**config.mk**
```make
export PLATFORM = sky130hd
export DESIGN_NAME = mul_seq_ctrl
export DESIGN_NICKNAME = d
export VERILOG_FILES = /design/src/rtl/mul_seq_ctrl.sv
export SDC_FILE = /design/constraint.sdc
export NUM_CORES = 2
export LEC_CHECK = 0
export ABC_AREA = 0
export ABC_CLOCK_PERIOD_IN_PS = 10200
export CORE_ASPECT_RATIO = 0.6
export CORE_MARGIN = 2
export CORE_UTILIZATION = 60
export CTS_CLUSTER_SIZE = 12
export DETAILED_ROUTE_END_ITERATION = 10
export HOLD_SLACK_MARGIN = 0.15
export MAX_ROUTING_LAYER = met4
export PLACE_DENSITY = 0.84
export SYNTH_ARGS = -nofsm -noshare
export SYNTH_HDL_FRONTEND = slang
export SYNTH_SLANG_ARGS = --single-unit
export TNS_END_PERCENT = 5
```
**constraint.sdc**
```tcl
create_clock -name clk -period 10.2 [get_ports clk]
set_input_delay 2.04 -clock clk [delete_from_list [all_inputs] [get_ports clk]]
set_output_delay 2.04 -clock clk [all_outputs]
set_load 0.01 [all_outputs]
```
**src/rtl/mul_seq_ctrl.sv**
```systemverilog
// Sequential 32x32 multiplier controller: digit-serial accumulation of operand magnitudes,
// sign fix-up, then half selection for MUL/MULH/MULHSU/MULHU.
module mul_seq_ctrl #(
    parameter int unsigned DIGIT_W = 8
) (
    input  logic        clk,
    input  logic        rst_n,
    input  logic        in_valid,
    output logic        in_ready,
    input  logic [1:0]  op,
    input  logic [31:0] rs1,
    input  logic [31:0] rs2,
    input  logic        kill,
    output logic        out_valid,
    input  logic        out_ready,
    output logic [31:0] result,
    output logic        busy
);

    localparam int unsigned NumDigits = 32 / DIGIT_W;
    localparam logic [3:0]  LastCnt   = 4'(NumDigits - 1);

    localparam logic [1:0] OpMul    = 2'b00;
    localparam logic [1:0] OpMulh   = 2'b01;
    localparam logic [1:0] OpMulhsu = 2'b10;

    typedef enum logic [1:0] {StIdle, StIter, StFix, StDone} state_e;

    state_e      state_q, state_d;
    logic [1:0]  op_q, op_d;
    logic [31:0] mcand_q, mcand_d;
    logic [31:0] mplier_q, mplier_d;
    logic        neg_q, neg_d;
    logic [63:0] acc_q, acc_d;
    logic [3:0]  cnt_q, cnt_d;
    logic        fixed_q, fixed_d;
    logic [31:0] result_q, result_d;

    logic        rs1_signed, rs2_signed;
    logic [31:0] rs1_mag, rs2_mag;

    // Chain of 3:2 counters folds each shifted partial product into a carry-save pair seeded
    // with the accumulator; one carry-propagate add resolves it.
    function automatic logic [63:0] digit_accumulate(input logic [63:0]        acc,
                                                     input logic [31:0]        mcand,
                                                     input logic [DIGIT_W-1:0] digit,
                                                     input int unsigned        base);
        logic [63:0] s, c, pp, s_n, c_n;
        s = acc;
        c = '0;
        for (int i = 0; i < int'(DIGIT_W); i++) begin
            pp  = digit[i] ? (64'(mcand) << (base + 32'(i))) : 64'd0;
            s_n = s ^ c ^ pp;
            c_n = ((s & c) | (s & pp) | (c & pp)) << 1;
            s   = s_n;
            c   = c_n;
        end
        return s + c;
    endfunction

    // A 32-bit unsigned magnitude already holds 2^31, so 0x80000000 cannot overflow.
    always_comb begin
        rs1_signed = (op == OpMulh || op == OpMulhsu) && rs1[31];
        rs2_signed = (op == OpMulh) && rs2[31];
        rs1_mag    = rs1_signed ? (~rs1 + 32'd1) : rs1;
        rs2_mag    = rs2_signed ? (~rs2 + 32'd1) : rs2;
    end

    always_comb begin
        state_d  = state_q;
        op_d     = op_q;
        mcand_d  = mcand_q;
        mplier_d = mplier_q;
        neg_d    = neg_q;
        acc_d    = acc_q;
        cnt_d    = cnt_q;
        fixed_d  = fixed_q;
        result_d = result_q;

        unique case (state_q)
            StIdle: begin
                if (in_valid && !kill) begin
                    op_d     = op;
                    mcand_d  = rs1_mag;
                    mplier_d = rs2_mag;
                    neg_d    = rs1_signed ^ rs2_signed;
                    acc_d    = '0;
                    cnt_d    = '0;
                    state_d  = StIter;
                end
            end
            StIter: begin
                acc_d    = digit_accumulate(acc_q, mcand_q, mplier_q[DIGIT_W-1:0],
                                            32'(cnt_q) * DIGIT_W);
                mplier_d = mplier_q >> DIGIT_W;
                cnt_d    = cnt_q + 4'd1;
                if (cnt_q == LastCnt) begin
                    fixed_d = 1'b0;
                    state_d = StFix;
                end
            end
            StFix: begin
                // Sign fix-up and half selection take separate edges.
                if (!fixed_q) begin
                    if (neg_q) acc_d = ~acc_q + 64'd1;
                    fixed_d = 1'b1;
                end else begin
                    result_d = (op_q == OpMul) ? acc_q[31:0] : acc_q[63:32];
                    state_d  = StDone;
                end
            end
            StDone: begin
                if (out_ready) state_d = StIdle;
            end
            default: state_d = StIdle;
        endcase

        if (kill) state_d = StIdle;
    end

    always_ff @(posedge clk) begin
        if (!rst_n) begin
            state_q  <= StIdle;
            op_q     <= '0;
            mcand_q  <= '0;
            mplier_q <= '0;
            neg_q    <= 1'b0;
            acc_q    <= '0;
            cnt_q    <= '0;
            fixed_q  <= 1'b0;
            result_q <= '0;
        end else begin
            state_q  <= state_d;
            op_q     <= op_d;
            mcand_q  <= mcand_d;
            mplier_q <= mplier_d;
            neg_q    <= neg_d;
            acc_q    <= acc_d;
            cnt_q    <= cnt_d;
            fixed_q  <= fixed_d;
            result_q <= result_d;
        end
    end

    assign in_ready  = (state_q == StIdle);
    assign busy      = (state_q != StIdle);
    assign out_valid = (state_q == StDone);
    assign result    = result_q;

endmodule

```
==> key figures <==
CTS
  – CTS tree: yes
  – CTS Buffer Depth: 2
  – TritonCTS Buffers: 17
  – Clock Tree Root: clkbuf_16
  – Hold-fix buffers, CTS: 0
  – Clock sinks: 170
  – H-tree depth: 4
  – Clock latency on the worst-skew pair: around 0.48 ns
  – Register clock-pin slew on the reported worst setup and hold paths: 0.09 ns
  – Setup bufs post-CTS: 0
  – Post-CTS Resized: 0

Global route
  – Largest net degree at the start of global routing: between 90 and 100
  – Global-route wire length before repair: 143000 µm
  – Tot GR Track Use: 43.7%
  – Grt total ovfl: 0
  – Number of global-route vias before repair: 23700
  – Initial antenna violation count: 1

Critical path
  – WP data required: 10.57 ns
  – Crit path kind: register to register
  – Worst path slowest cell: dfxtp_1
  – Worst R2R Start: cnt_q[2]
  – Worst Path Arrival: 9.98 ns
  – R2R setup slack: 0.59 ns
  – Worst Path Max Fanout: 24
  – Setup crit start kind: register
  – Worst R2R End: acc_q[61]
  – CP Capture Type: register
  – CP most frequent cell: fa_1
  – CP peak stage delay: 0.87 ns
  – Crit path launch: cnt_q[2]
  – Worst R2R Path Depth: 25

Min path
  – Hold WC Path Type: register to register
  – Hold Path Stages: 2
  – Hold endpoint: mplier_q[7]
  – Min-Delay Startpoint: mplier_q[7]

Synthesis
  – Async set or reset register ratio after synthesis: 0%
  – Sequential share of the synthesized area: 13.1%
  – Syn avg cell area: 8.13 µm²
  – Post-synth top area share: 32.0%
  – Dominant cell type by area after synthesis: fa_1
  – Unique cell type count in the Yosys netlist: 72
  – Area contributors post-synth: fa_1 (32%), dfxtp_1 (13%), nand2_1 (9.3%)
  – Yosys warns: 0
  – Flops & latches, synth: 170
  – Post-synth EDFFs: 0
  – Syn Nets: 3801
  – Synthesized instance count: 3189
  – Primary FF master, synth: dfxtp_1
  – Synthesized cell area: 25900 µm²

Timing
  – Slew Limit Fails: 0
  – Tcrit/Tclk final: between 90% and 100%
  – Slew at the pin closest to its max-slew limit: 1.24 ns
  – Setup violators final: 0
  – Final WS setup: 0.586 ns
  – Clk_skew: 0.0210 ns
  – Max Fclk: around 100 MHz
  – Slew HR: between 10% and 20%
  – RSZ-0062 raised after global routing: false
  – Setup_tns: 0 ns
  – Min Hold Slack: 0.456 ns
  – Minimum clock period: 9.61 ns
  – Hold Violations, Final: 0

Placement
  – Pre-CTS setup slack: 0.656 ns
  – Post-placement cell count: 3731
  – Detailed Place HPWL: 73800 µm
  – Port bufs: about 110
  – Routability cong.: ~1.1

Pwr
  – Clock share of power: 35.6%
  – Total Power: 1.99 mW
  – Comb power frac: 27.9%
  – Psw: 784 µW
  – Int Pwr: 1.21 mW
  – Power per cell area: ~71 nW/µm²
  – Leak: 9.01 nW
  – Sw Share: roughly 39%
  – Sequential share of power: 36.4%
  – Max IR drop VDD: 0.000107 V

Detailed routing
  – Vias per Instance: 6.52
  – Drt initial violations: 3634
  – Post-DR wirelength/cell: around 25 µm
  – First-pass iteration count of the detailed router: 8
  – Antenna viol nets, final: 0
  – Residual DRC count: 0
  – Vias: around 25000
  – DRT Wirelength: approximately 93000 µm

Die
  – # rows: 58
  – Die ar.: 44900 µm²
  – Chip height: around 170 µm
  – Initial core utilization: 61.4%
  – Core box area: 42200 µm²
  – Io pins: 106
  – DIE WIDTH: 272 µm

Status
  – Outcome: finished clean

Layout
  – Post-route insts no fill: 3766
  – Fin nets: 3792
  – Commonest non-fill, non-tap cell in the layout: nand2_1
  – Layout cell share with drive strength beyond 1: 4.29%
  – Most frequent cells in the layout: nand2_1 (645), fa_1 (414), inv_1 (275), nor2_1 (249), dfxtp_1 (162)
  – Area Overhead vs Synth: 8.32%

Flow run
  – Max Cap Viol: 0
-- synthesized netlist by cell type (40+ instances only) --
master,count
nand2_1,645
fa_1,414
inv_1,275
nor2_1,251
clkbuf_1,177
dfxtp_1,170
o21ai_0,161
a21oi_1,155
ha_1,127
xnor2_1,94
and2_1,73
nor3_1,55
xor2_1,55
a22oi_1,40
-- metal layers --
| layer | routed length, µm | global-route usage (%) |
|---|---|---|
| met1 | 39500 | 62.0 |
| met2 | 35800 | 57.3 |
| met3 | 14800 | 16.7 |
| met4 | 3140 | 13.0 |
| met5 | 0 | - |
-- cell families after synthesis --
| kind of cell | share of synthesized area [%] |
|---|---|
| adder cells (fa/ha/maj) | 38.1 |
| XOR/XNOR | 5.03 |
| AO/OA/AOI/OAI | 14.7 |
| buffers and inverters | 6.82 |
| multiplexers | 1.52 |
| AND/OR/NAND/NOR | 20.7 |
| flip-flops | 13.1 |
-- state kept, by name, summed over array words and instances, names as in the netlist --
register and cells:
fixed_q 1, neg_q 1, mcand_q 32, op_q 2, mplier_q 32, result 32, state_q 2, acc_q 64
cnt_q 4
-- power by group through the flow --
stage | logic [mW] | registers, mW | clock network, mW
floorplan | 0.359 | 0.710 | 0
global placement | 0.525 | 0.738 | 0
detailed placement | 0.540 | 0.738 | 0
CTS | 0.543 | 0.723 | 0.706
global route | 0.601 | 0.727 | 0.737
finish | 0.557 | 0.726 | 0.710
-- worst max path at each step --
| stage | endpoint | slack (ns) | depth (start not counted) |
|---|---|---|---|
| 3_5_place_dp | acc_q[57] | 0.66 | 23 |
| 2_1_floorplan | acc_q[63] | 1.48 | 29 |
| 6_report | acc_q[61] | 0.59 | 25 |
| 5_1_grt | acc_q[57] | 0.24 | 23 |
| 3_3_place_gp | acc_q[60] | 0.92 | 27 |
| 4_1_cts | acc_q[57] | 0.62 | 23 |
-- per-stage QoR --
step	cell area, µm²	util, %
detailed placement	27500	65.0
floorplan	25900	-
finish	28100	66.5
CTS	28100	66.4
global placement	27500	65.0
global route	28100	66.5
-- worst max-delay path: cells and delay by family, from the launching register on --
kind,cells,cell delay (ns)
buf+inv,2,0.12
xor+xnor,1,0.18
simple gates,6,1.87
flops,1,0.87
compound gates,7,2.29
fa+ha+maj,9,4.17
-- area by class of cell --
type                            instances  area [µm²]
Inverter                              277        1040
Timing Repair Buffer                  164        1510
Clock inverter                         15         188
Sequential cell                       170        3410
Antenna cell                            3        7.51
Clock buffer                           17         425
Multi-Input combinational cell       2550       20800
Tap cell                              570         713
Fill cell                            3574       14200
(Power assumes the default switching activity.)
